$ cat config.mk
export PLATFORM = sky130hd
export DESIGN_NAME = seq_detector_n
export DESIGN_NICKNAME = d
export VERILOG_FILES = /design/src/rtl/seq_detector_n.sv
export SDC_FILE = /design/constraint.sdc
export NUM_CORES = 1
export LEC_CHECK = 0
export ABC_AREA = 1
export ABC_CLOCK_PERIOD_IN_PS = 3000
export BUFFER_PORTS_ARGS = -buffer_cell sky130_fd_sc_hd__buf_2
export CAP_MARGIN = 40
export CORE_UTILIZATION = 50
export DETAILED_ROUTE_END_ITERATION = 7
export PLACE_DENSITY = 0.83
export SYNTH_ARGS = -nofsm -noshare
export SYNTH_HDL_FRONTEND = slang
export SYNTH_SLANG_ARGS = --single-unit
$ cat constraint.sdc
create_clock -name clk -period 3 [get_ports clk]
set_input_delay 0.3 -clock clk [delete_from_list [all_inputs] [get_ports clk]]
set_output_delay 0.3 -clock clk [all_outputs]
set_load 0.01 [all_outputs]
$ cat src/rtl/seq_detector_n.sv
// Serial N-bit pattern detector with runtime pattern, overlap and Mealy/Moore
// selection, input qualification and a saturating match counter.
module seq_detector_n #(
   parameter int N       = 3,
   parameter int COUNT_W = 8
) (
   input  logic               clk,
   input  logic               reset,
   input  logic               cfg_load,
   input  logic [N-1:0]       cfg_pattern,
   input  logic               cfg_overlap,
   input  logic               cfg_moore,
   input  logic               x_valid,
   input  logic               x,
   input  logic               cnt_clear,
   output logic               y,
   output logic [COUNT_W-1:0] match_count,
   output logic               armed
);

   localparam int FW = $clog2(N);
   localparam logic [FW-1:0] FILL_MAX = FW'(N - 1);
   localparam logic [COUNT_W-1:0] CNT_MAX = '1;

   typedef enum logic {
      UNARMED = 1'b0,
      ARMED   = 1'b1
   } state_t;

   state_t               r_state;
   state_t               w_state_nxt;
   logic [N-2:0]         r_hist;
   logic [FW-1:0]        r_fill;
   logic [N-1:0]         r_pat;
   logic                 r_ovl;
   logic                 r_moore;
   logic                 r_y;
   logic [COUNT_W-1:0]   r_cnt;
   logic [N-1:0]         w_cat;
   logic                 w_accept;
   logic                 w_hit;

   // history plus the bit arriving this cycle, oldest bit at the MSB
   assign w_cat    = {r_hist, x};
   assign w_accept = x_valid & (r_state == ARMED) & ~cfg_load;
   assign w_hit    = w_accept & (r_fill == FILL_MAX) & (w_cat == r_pat);

   always_ff @(posedge clk) begin
      if (reset) begin
         r_state <= UNARMED;
      end else begin
         r_state <= w_state_nxt;
      end
   end

   always_comb begin
      w_state_nxt = r_state;
      if (cfg_load) begin
         w_state_nxt = ARMED;
      end
   end

   always_comb begin
      armed = (r_state == ARMED);
      y     = r_moore ? r_y : w_hit;
   end

   always_ff @(posedge clk) begin
      if (reset) begin
         r_pat   <= '0;
         r_ovl   <= 1'b0;
         r_moore <= 1'b0;
      end else if (cfg_load) begin
         r_pat   <= cfg_pattern;
         r_ovl   <= cfg_overlap;
         r_moore <= cfg_moore;
      end
   end

   always_ff @(posedge clk) begin
      if (reset) begin
         r_hist <= '0;
         r_fill <= '0;
      end else if (cfg_load) begin
         r_hist <= '0;
         r_fill <= '0;
      end else if (w_accept) begin
         r_hist <= w_cat[N-2:0];
         if (w_hit && !r_ovl) begin
            r_fill <= '0;
         end else if (r_fill != FILL_MAX) begin
            r_fill <= r_fill + 1'b1;
         end
      end
   end

   always_ff @(posedge clk) begin
      if (reset || cfg_load) begin
         r_y <= 1'b0;
      end else begin
         r_y <= w_hit & r_moore;
      end
   end

   // clear beats a simultaneous hit
   always_ff @(posedge clk) begin
      if (reset || cnt_clear) begin
         r_cnt <= '0;
      end else if (w_hit && (r_cnt != CNT_MAX)) begin
         r_cnt <= r_cnt + 1'b1;
      end
   end

   assign match_count = r_cnt;

endmodule

---- Yosys cells after proc, flatten, opt, wreduce, memory -nomap -nowiden ----
Index checks and enable logic that the tools add are counted.
cells by class
  add/sub/neg operators ................... 2
  eq/ne operators ......................... 4
  mux-type cells .......................... 3
  bitwise gates (word level) .............. 6
  reduce and logical (&&, ||, !) cells .... 8
operators with widths
  cell                                          number
  adder 8 x 1 -> 8 bit (second input constant)  1
  != test 8 bit (second input constant)         1
  AND 1 bit                                     5
  2-to-1 mux 2 bit                              2
  == test 3 bit                                 1
  adder 2 x 1 -> 2 bit (second input constant)  1
  == test 2 bit (second input constant)         1
  logical AND 1 bit                             2
  logical OR 1 bit                              2
  != test 2 bit (second input constant)         1
  AND reduction 2 bit                           1
  nonzero test 2 bit                            1
  OR reduction 2 bit                            1
  zero test 1 bit                               1
  2-to-1 mux 1 bit                              1
  inverter 1 bit                                1
storage, ports and cells
  bits in registers ....................... 19
  input port bits ......................... 11
  output and inout port bits .............. 10
  word-level logic and storage cells ...... 31

---- Depth between registers and ports, before layout ----
Gate-level depths: netlist of the first run.
  depth in word-level cells ............... 7
  depth in mapped cells ................... 9
  depth with buffers taken out ............ 9

---- Worst setup path before layout of the first run ----
OpenSTA, ideal clock, no wires.
  path type ............................... reg-to-reg
  start point ............................. register r_cnt[0] (netlist: match_count[0])
  end point ............................... register r_cnt[7] (netlist: match_count[7])
  library setup time ...................... 66 ps
  data arrival time ....................... 1316 ps
  required time ........................... 2934 ps
  setup slack ............................. 1618 ps
  stages on the path, launching flop included .. 8
  buffers on the path ..................... 0
  period minus slack after synthesis ...... 1382 ps
  cell sequence ........................... dfxtp_1 > ha_1 > nand4_4 > nor2_4 > nand2_4 > nand2_8 > nand2_1 > a21oi_2
between the ends
  longest elaborated chain between the ends .. 2
  elaborated cells between the ends (all ways) .. 3
  classes of those cells .................. add/sub (1); eq/ne (1); reduce/logical (1)
ends and longest elaborated chain
  element                                                                       RTL line  source
  start: declaration                                                            38        logic [COUNT_W-1:0] r_cnt;
  start signal: assignment                                                      110       r_cnt <= r_cnt + 1'b1;
  parallel branches: the longest is 2 deep, another holds adder 8 x 1 -> 8 bit  n/a
Several ways; the timed one is not identified.
A chain may end at the register's enable or synchronous reset.

---- Worst setup path after layout of the first run ----
  start point ............................. register r_fill[0]
  end point ............................... output y
between the ends
  longest elaborated chain between the ends .. 4
ends and longest elaborated chain
  element                   RTL line  source
  start: declaration        33        logic [FW-1:0] r_fill;
  start signal: assignment  92        r_fill <= r_fill + 1'b1;
  == test 2 bit             46        assign w_hit = w_accept & (r_fill == FILL_MAX) & (w_cat == r_pat);
  AND 1 bit (2 in a row)    46
  2-to-1 mux 1 bit          65        y = r_moore ? r_y : w_hit;
  end: declaration          16        output logic y,
Every way passes these cells.

==> impl_metrics.env, run 1 <==
export IMPL_status="complete, no violations"
export IMPL_nFillCells=150
export IMPL_hold_viol=0
export IMPL_max_cap_viol_count=0
export IMPL_syn_num_nets=137
export IMPL_p_total_w=0.000432
export IMPL_synthFlopType="dfxtp_1"
export IMPL_h_tree_depth=1
export IMPL_whs_ns=0.196
export IMPL_fin_nets=161
export IMPL_r2r_end="match_count[7]"
export IMPL_drive_gt1_share_pct=27.9
export IMPL_finalCriticalPeriod_ns=1.75
export IMPL_postCtsSetupBuffers=0
export IMPL_path_buf_inv=3
export IMPL_die_x_microns=46.5
export IMPL_grt_max_degree=12
export IMPL_port_buffers=20
export IMPL_multi_input_area_sq_um=536
export IMPL_synth_cell_types=27
export IMPL_hp_class="in -> reg"
export IMPL_hold_buffers=0
export IMPL_clock_sinks=19
export IMPL_seq_area_frac_synth_pct=38.4
export IMPL_max_slew_margin_pct=77.2
export IMPL_synth_adder_area_share_pct=2.53
export IMPL_rrSetupSlack_ns=1.51
export IMPL_vias=868
export IMPL_final_cell_area_sq_mm=0.00114
export IMPL_synth_avg_cell_area_sq_um=7.98
export IMPL_synth_xor_area_share_pct=5.31
export IMPL_synth_seq_cells=19
export IMPL_syn_inst=124
export IMPL_reg2reg_from="match_count[0]"
export IMPL_worst_slew_pin_slew_ns=0.341
export IMPL_whs_endpoint="armed"
export IMPL_rsz0062_at_grt="no"
export IMPL_start_kind="flip-flop"
export IMPL_detail_route_iter0_violations=14
export IMPL_cts_buffers=3
export IMPL_rows=15
export IMPL_routedWlPerCell_microns=11.4
export IMPL_wl_microns=1960
export IMPL_period_share_pct=58.3
export IMPL_syn_area_sq_um=990
export IMPL_setup_viol=0
export IMPL_fin_skew_ns=0.0112
export IMPL_reg2regPathDepth=7
export IMPL_grt_busiest_layer="met2"
export IMPL_endpoint_kind="output pin"
export IMPL_synth_edf_count=0
export IMPL_ctsResizeCount=0
export IMPL_synth_compound_area_share_pct=9.73
export IMPL_clkTransAtPathRegs_ns=0.11
export IMPL_drt_pre_antenna_iters=4
export IMPL_use_met1_pct=23.9
export IMPL_power_leakage_nw=0.507
export IMPL_synth_top_family_by_area="simple AND/OR/NAND/NOR gates"
export IMPL_cts_tree="yes"
export IMPL_grt_pass1_vias=776
export IMPL_die_h_microns=46.5
export IMPL_placed_area_sq_mm=0.00111
export IMPL_grtUsageMet2_pct=33.1
export IMPL_clkLatencyLatePin_ns=0.30
export IMPL_diodes=0
export IMPL_drc=0
export IMPL_layout_commonest_cell="nand2_1"
export IMPL_ff_latch_area_sq_um=380
export IMPL_grt_util_met3_pct=3.53
export IMPL_p_per_area_mw_per_mm2=379
export IMPL_worstPathRequired_ns=2.70
export IMPL_cpLargestDelayFamily="flip-flops"
export IMPL_max_freq_mhz=571
export IMPL_slowest_stage="dfxtp_1"
export IMPL_crit_fanout=4
export IMPL_grt_util_all_layers_pct=19.5
export IMPL_holdPathStages=2
export IMPL_ir_worst_vdd_mv=0.305
export IMPL_max_stage_delay_ns=0.33
export IMPL_cp_cell_sequence="inv_1, ha_1, inv_1, nor2_4, nand3_4, o21ai_1, buf_2"
export IMPL_holdCritStartpoint="reset"
export IMPL_ant_nets=0
export IMPL_dp_hpwl_microns=1550
export IMPL_grt_pass1_wl_microns=3020
export IMPL_async_flop_share_pct=0
export IMPL_gr_total_overflow=0
export IMPL_layout_common_cells="nand2_1, buf_2, dfxtp_1, nand3_1, inv_1"
export IMPL_area_delta_synth_final_pct=15.3
export IMPL_coreArea_sq_mm=0.00178
export IMPL_start_util_pct=55.5
export IMPL_dieArea_sq_mm=0.00216
export IMPL_synth_mux_area_share_pct=0
export IMPL_yosys_warnings=0
export IMPL_root_buffer="clkbuf_4"
export IMPL_slew_viol_final=0
export IMPL_crit_type="reg -> out"
export IMPL_antenna_found_initial=0
export IMPL_fin_tns_setup_ns=0
export IMPL_io_pins=21
export IMPL_cp_arrival_ns=1.45
export IMPL_vias_per_cell=5.05
export IMPL_cpMostUsedCell="inv_1"
export IMPL_gp_congestion=0.772
export IMPL_synth_simple_area_share_pct=36.5
export IMPL_clockBufferDepth=2
-- synth_stat cells (3+ instances only) --
cell type	number	area, sq um
nand2_1	22	82.6
dfxtp_1	19	380
nand3_1	14	70.1
inv_1	13	48.8
nor2_1	10	37.5
a21oi_1	9	45.0
o21ai_1	5	25.0
inv_2	3	11.3
xnor2_1	3	26.3
xor2_1	3	26.3
-- area by class of cell --
class / instances / share of cell area [%]
clock buffer: 3 / 1.97
sequential: 19 / 33.3
multi-input combinational: 87 / 46.9
timing repair buffer: 20 / 8.77
inverter: 17 / 5.81
clock inverter: 1 / 0.439
tap: 25 / 2.74
-- per-stage QoR --
stage | std cells | utilization (%) | worst slack (ns)
global route | 172 | 64.0 | 1.13
finish | 172 | 64.0 | 1.25
detailed placement | 168 | 62.5 | 1.55
floorplan | 124 | - | 1.62
CTS | 172 | 64.0 | 1.23
global placement | 168 | 62.5 | 1.58
-- logic make-up (layout without fill, tap and decap cells) --
kind of cell | Yosys count | after routing
AOI/OAI and AO/OA | 18 | 18
xor gates and xnor gates | 6 | 6
adders and majority gates | 2 | 2
buffers and inverters | 18 | 41
DFF | 19 | 19
and+or+nand+nor | 61 | 61
-- power by group --
part	internal, W	switching [W]
clock network	0.0000496	0.0000844
logic	0.0000138	0.0000223
registers	0.000258	0.00000378
-- flip-flops by register name (all words and copies together) (netlist names) --
| signal | flops |
|---|---|
| match_count | 8 |
| r_pat | 3 |
| r_fill | 2 |
| r_hist | 2 |
| armed | 1 |
| r_moore | 1 |
| r_ovl | 1 |
| r_y | 1 |
-- how the worst max path moves through the flow --
stage / start / end / slack, ns / depth (start not counted)
finish: r_fill[0] / y / 1.25 / 7
global route: r_fill[0] / y / 1.13 / 7
CTS: r_fill[0] / y / 1.23 / 7
detailed placement: match_count[0] / match_count[7] / 1.55 / 7
global placement: x / y / 1.58 / 8
floorplan: match_count[0] / match_count[7] / 1.62 / 7
-- worst register-to-register path: stages, from the launching register on --
cell and delay (ns):
dfxtp_1 0.42, ha_1 0.29, nand4_4 0.16, nor2_4 0.13, nand2_4 0.11, nand2_8 0.12, nand2_1 0.07, a21oi_2 0.13
-- routing by layer --
metal	wire, microns	up-vias
met5	0	-
met3	51	2
li1	-	450
met2	982	16
met4	15	0
met1	915	400
No activity file was read; power rests on OpenSTA's default activity.
==> run 2: changes to the inputs <==
Settings changed: ABC_AREA 1 to 0, ABC_CLOCK_PERIOD_IN_PS 3000 to 1700, PLACE_DENSITY 0.83 to 0.84.
Clock period 3 ns to 1.7 ns, I/O delays scaled along.
==> impl_metrics.env, run 2 <==
export IMPL_worstPathRequired_ns=1.53
export IMPL_start_kind="flip-flop"
export IMPL_cts_tree="yes"
export IMPL_vias_per_cell=5.63
export IMPL_gp_congestion=0.800
export IMPL_crit_fanout=2
export IMPL_synth_adder_area_share_pct=2.70
export IMPL_area_delta_synth_final_pct=27.5
export IMPL_rsz0062_at_grt="yes"
export IMPL_layout_common_cells="buf_2, dfxtp_1, nor2_1, mux2i_1"
export IMPL_postLayoutSetupSlackWorst_ns=-0.0221
export IMPL_synth_mux_area_share_pct=13.1
export IMPL_ir_worst_vdd_mv=0.531
export IMPL_crit_path_start="r_hist[1]"
export IMPL_max_cap_viol_count=0
export IMPL_drc=0
export IMPL_vias=872
export IMPL_fin_cells=155
export IMPL_reg2reg_from="r_hist[1]"
export IMPL_synth_top_family_by_area="simple AND/OR/NAND/NOR gates"
export IMPL_cp_arrival_ns=1.55
export IMPL_max_freq_mhz=581
export IMPL_reg2regPathDepth=6
export IMPL_ant_nets=0
export IMPL_violations="negative setup slack"
export IMPL_clkTransAtPathRegs_ns=0.10
export IMPL_p_total_w=0.000771
export IMPL_placed_cells=148
export IMPL_syn_inst=100
export IMPL_drt_pre_antenna_iters=6
export IMPL_grt_pass1_wl_microns=3460
export IMPL_fin_nets=144
export IMPL_synth_edf_count=0
export IMPL_worst_slew_pin_slew_ns=0.257
export IMPL_synth_avg_cell_area_sq_um=9.28
export IMPL_largest_reg_flops=8
export IMPL_grt_max_degree=16
export IMPL_synthFlopType="dfxtp_1"
export IMPL_layout_commonest_cell="buf_2"
export IMPL_wl_microns=2180
export IMPL_period_share_pct=101
export IMPL_holdCritStartpoint="cfg_overlap"
export IMPL_yosysMostFrequentCell="dfxtp_1"
export IMPL_synth_top_cell_by_area="dfxtp_1"
export IMPL_whs_ns=0.0976
export IMPL_port_buffers=20
export IMPL_grt_util_all_layers_pct=24.0
export IMPL_die_h_microns=45.1
export IMPL_power_leakage_nw=0.570
export IMPL_endpoint_kind="output pin"
export IMPL_pre_cts_ws_ns=0.195
export IMPL_yosysTopAreaCellShare_pct=41.0
export IMPL_max_slew_margin_pct=82.8
export IMPL_die_x_microns=45.1
export IMPL_clockBufferDepth=2
export IMPL_hold_buffers=0
export IMPL_finalCriticalPeriod_ns=1.72
export IMPL_h_tree_depth=1
export IMPL_synth_seq_cells=19
export IMPL_dieArea_sq_mm=0.00203
export IMPL_synth_simple_area_share_pct=29.6
export IMPL_r2r_end="match_count[2]"
export IMPL_diodes=0
export IMPL_cts_buffers=3
export IMPL_start_util_pct=53.8
export IMPL_clock_sinks=19
export IMPL_synth_xor_area_share_pct=2.83
export IMPL_fin_skew_ns=0.00400
export IMPL_p_per_area_mw_per_mm2=652
export IMPL_gr_total_overflow=0
export IMPL_rows=15
export IMPL_io_pins=21
export IMPL_drive_gt1_share_pct=36.9
export IMPL_routedWlPerCell_microns=14.1
export IMPL_fin_tns_setup_ns=-0.0221
export IMPL_syn_area_sq_um=928
export IMPL_setup_viol=1
export IMPL_clkLatencyLatePin_ns=0.30
export IMPL_antenna_found_initial=0
export IMPL_hp_class="in -> reg"
export IMPL_seq_area_frac_synth_pct=41.0
export IMPL_async_flop_share_pct=0
export IMPL_rrSetupSlack_ns=0.13
export IMPL_detail_route_iter0_violations=23
export IMPL_synth_cell_types=28
export IMPL_dp_hpwl_microns=1450
export IMPL_crit_type="reg -> out"
export IMPL_holdPathStages=3
export IMPL_endpoint="y"
export IMPL_status="finished, violations left"
export IMPL_yosys_top_cells_count="dfxtp_1, nor2_1, mux2i_1"
export IMPL_slew_viol_final=0
export IMPL_synth_compound_area_share_pct=8.76
export IMPL_coreArea_sq_mm=0.00173
export IMPL_netlist_top_cells_area="dfxtp_1, mux2i_1, nor2_1, nand4_1, nand2_1"
export IMPL_yosys_warnings=0
export IMPL_hold_viol=0
export IMPL_root_buffer="clkbuf_4"
export IMPL_grt_pass1_vias=799
export IMPL_syn_num_nets=113
-- run 2: cell types whose count changed in the layout (fill, tap and decap cells not counted), sizes merged, moves of 3 or more --
cell and change:
a21oi -10, a31oi +3, and3 +3, buf +9, inv -15, mux2i +11, nand2 -17, nand3 -15
nand4 +4, o21ai -5, or3 +3, xnor2 -3
-- run 2: where the power goes --
group          leakage [nW]  total [W]  internal, W  switching [W]
registers             0.156   0.000464     0.000456     0.00000890
clock network        0.0150   0.000234    0.0000916       0.000142
logic                 0.398  0.0000733    0.0000341      0.0000393
-- run 2: routing by layer --
metal  vias up  track usage [%]  wire [microns]
met4         0             12.1              32
met1       413             30.3             986
met3         4             3.60              97
met2        32             39.7            1070
li1        423                -               -
met5         -                0               0
-- run 2: cell families after synthesis --
group           after synthesis
compound gates               10
xor+xnor                      3
fa+ha+maj                     2
buf+inv                       5
flops                        19
mux                          12
simple gates                 49
-- run 2: per-stage QoR --
stage | cell area [sq um] | util [%]
after floorplan | 928 | -
after global placement | 1090 | 63.3
after detailed placement | 1090 | 63.3
after CTS | 1170 | 67.5
after global routing | 1180 | 68.6
final | 1180 | 68.6
-- run 2: timing repair --
action | CTS | global route
setup endpoints to repair | 1 | 4
resized for setup | 8 | 3
buffers inserted | 3 | 1
pin swaps | 2 | 2
-- run 2: how the worst min path moves through the flow --
stage                          end  slack, ns
after global placement       r_ovl       0.41
after CTS                 r_pat[1]       0.09
after global routing      r_pat[0]        0.1
after floorplan              r_ovl       0.32
final                        r_ovl        0.1
after detailed placement  r_pat[1]       0.41
-- run 2: layout make-up --
| cell class | count | area, sq um |
|---|---|---|
| Inverter | 2 | 7.51 |
| Timing Repair Buffer | 29 | 174 |
| Fill cell | 144 | 543 |
| Multi-Input combinational cell | 76 | 558 |
| Sequential cell | 19 | 387 |
| Tap cell | 25 | 31.3 |
| Clock buffer | 4 | 26.3 |
-- run 2: critical path, cell delays in order, from the launching register on --
cell     delay [ns]
dfxtp_2        0.35
xor2_2         0.19
nor4_4         0.29
and2_4         0.20
mux2_4         0.14
buf_6          0.09
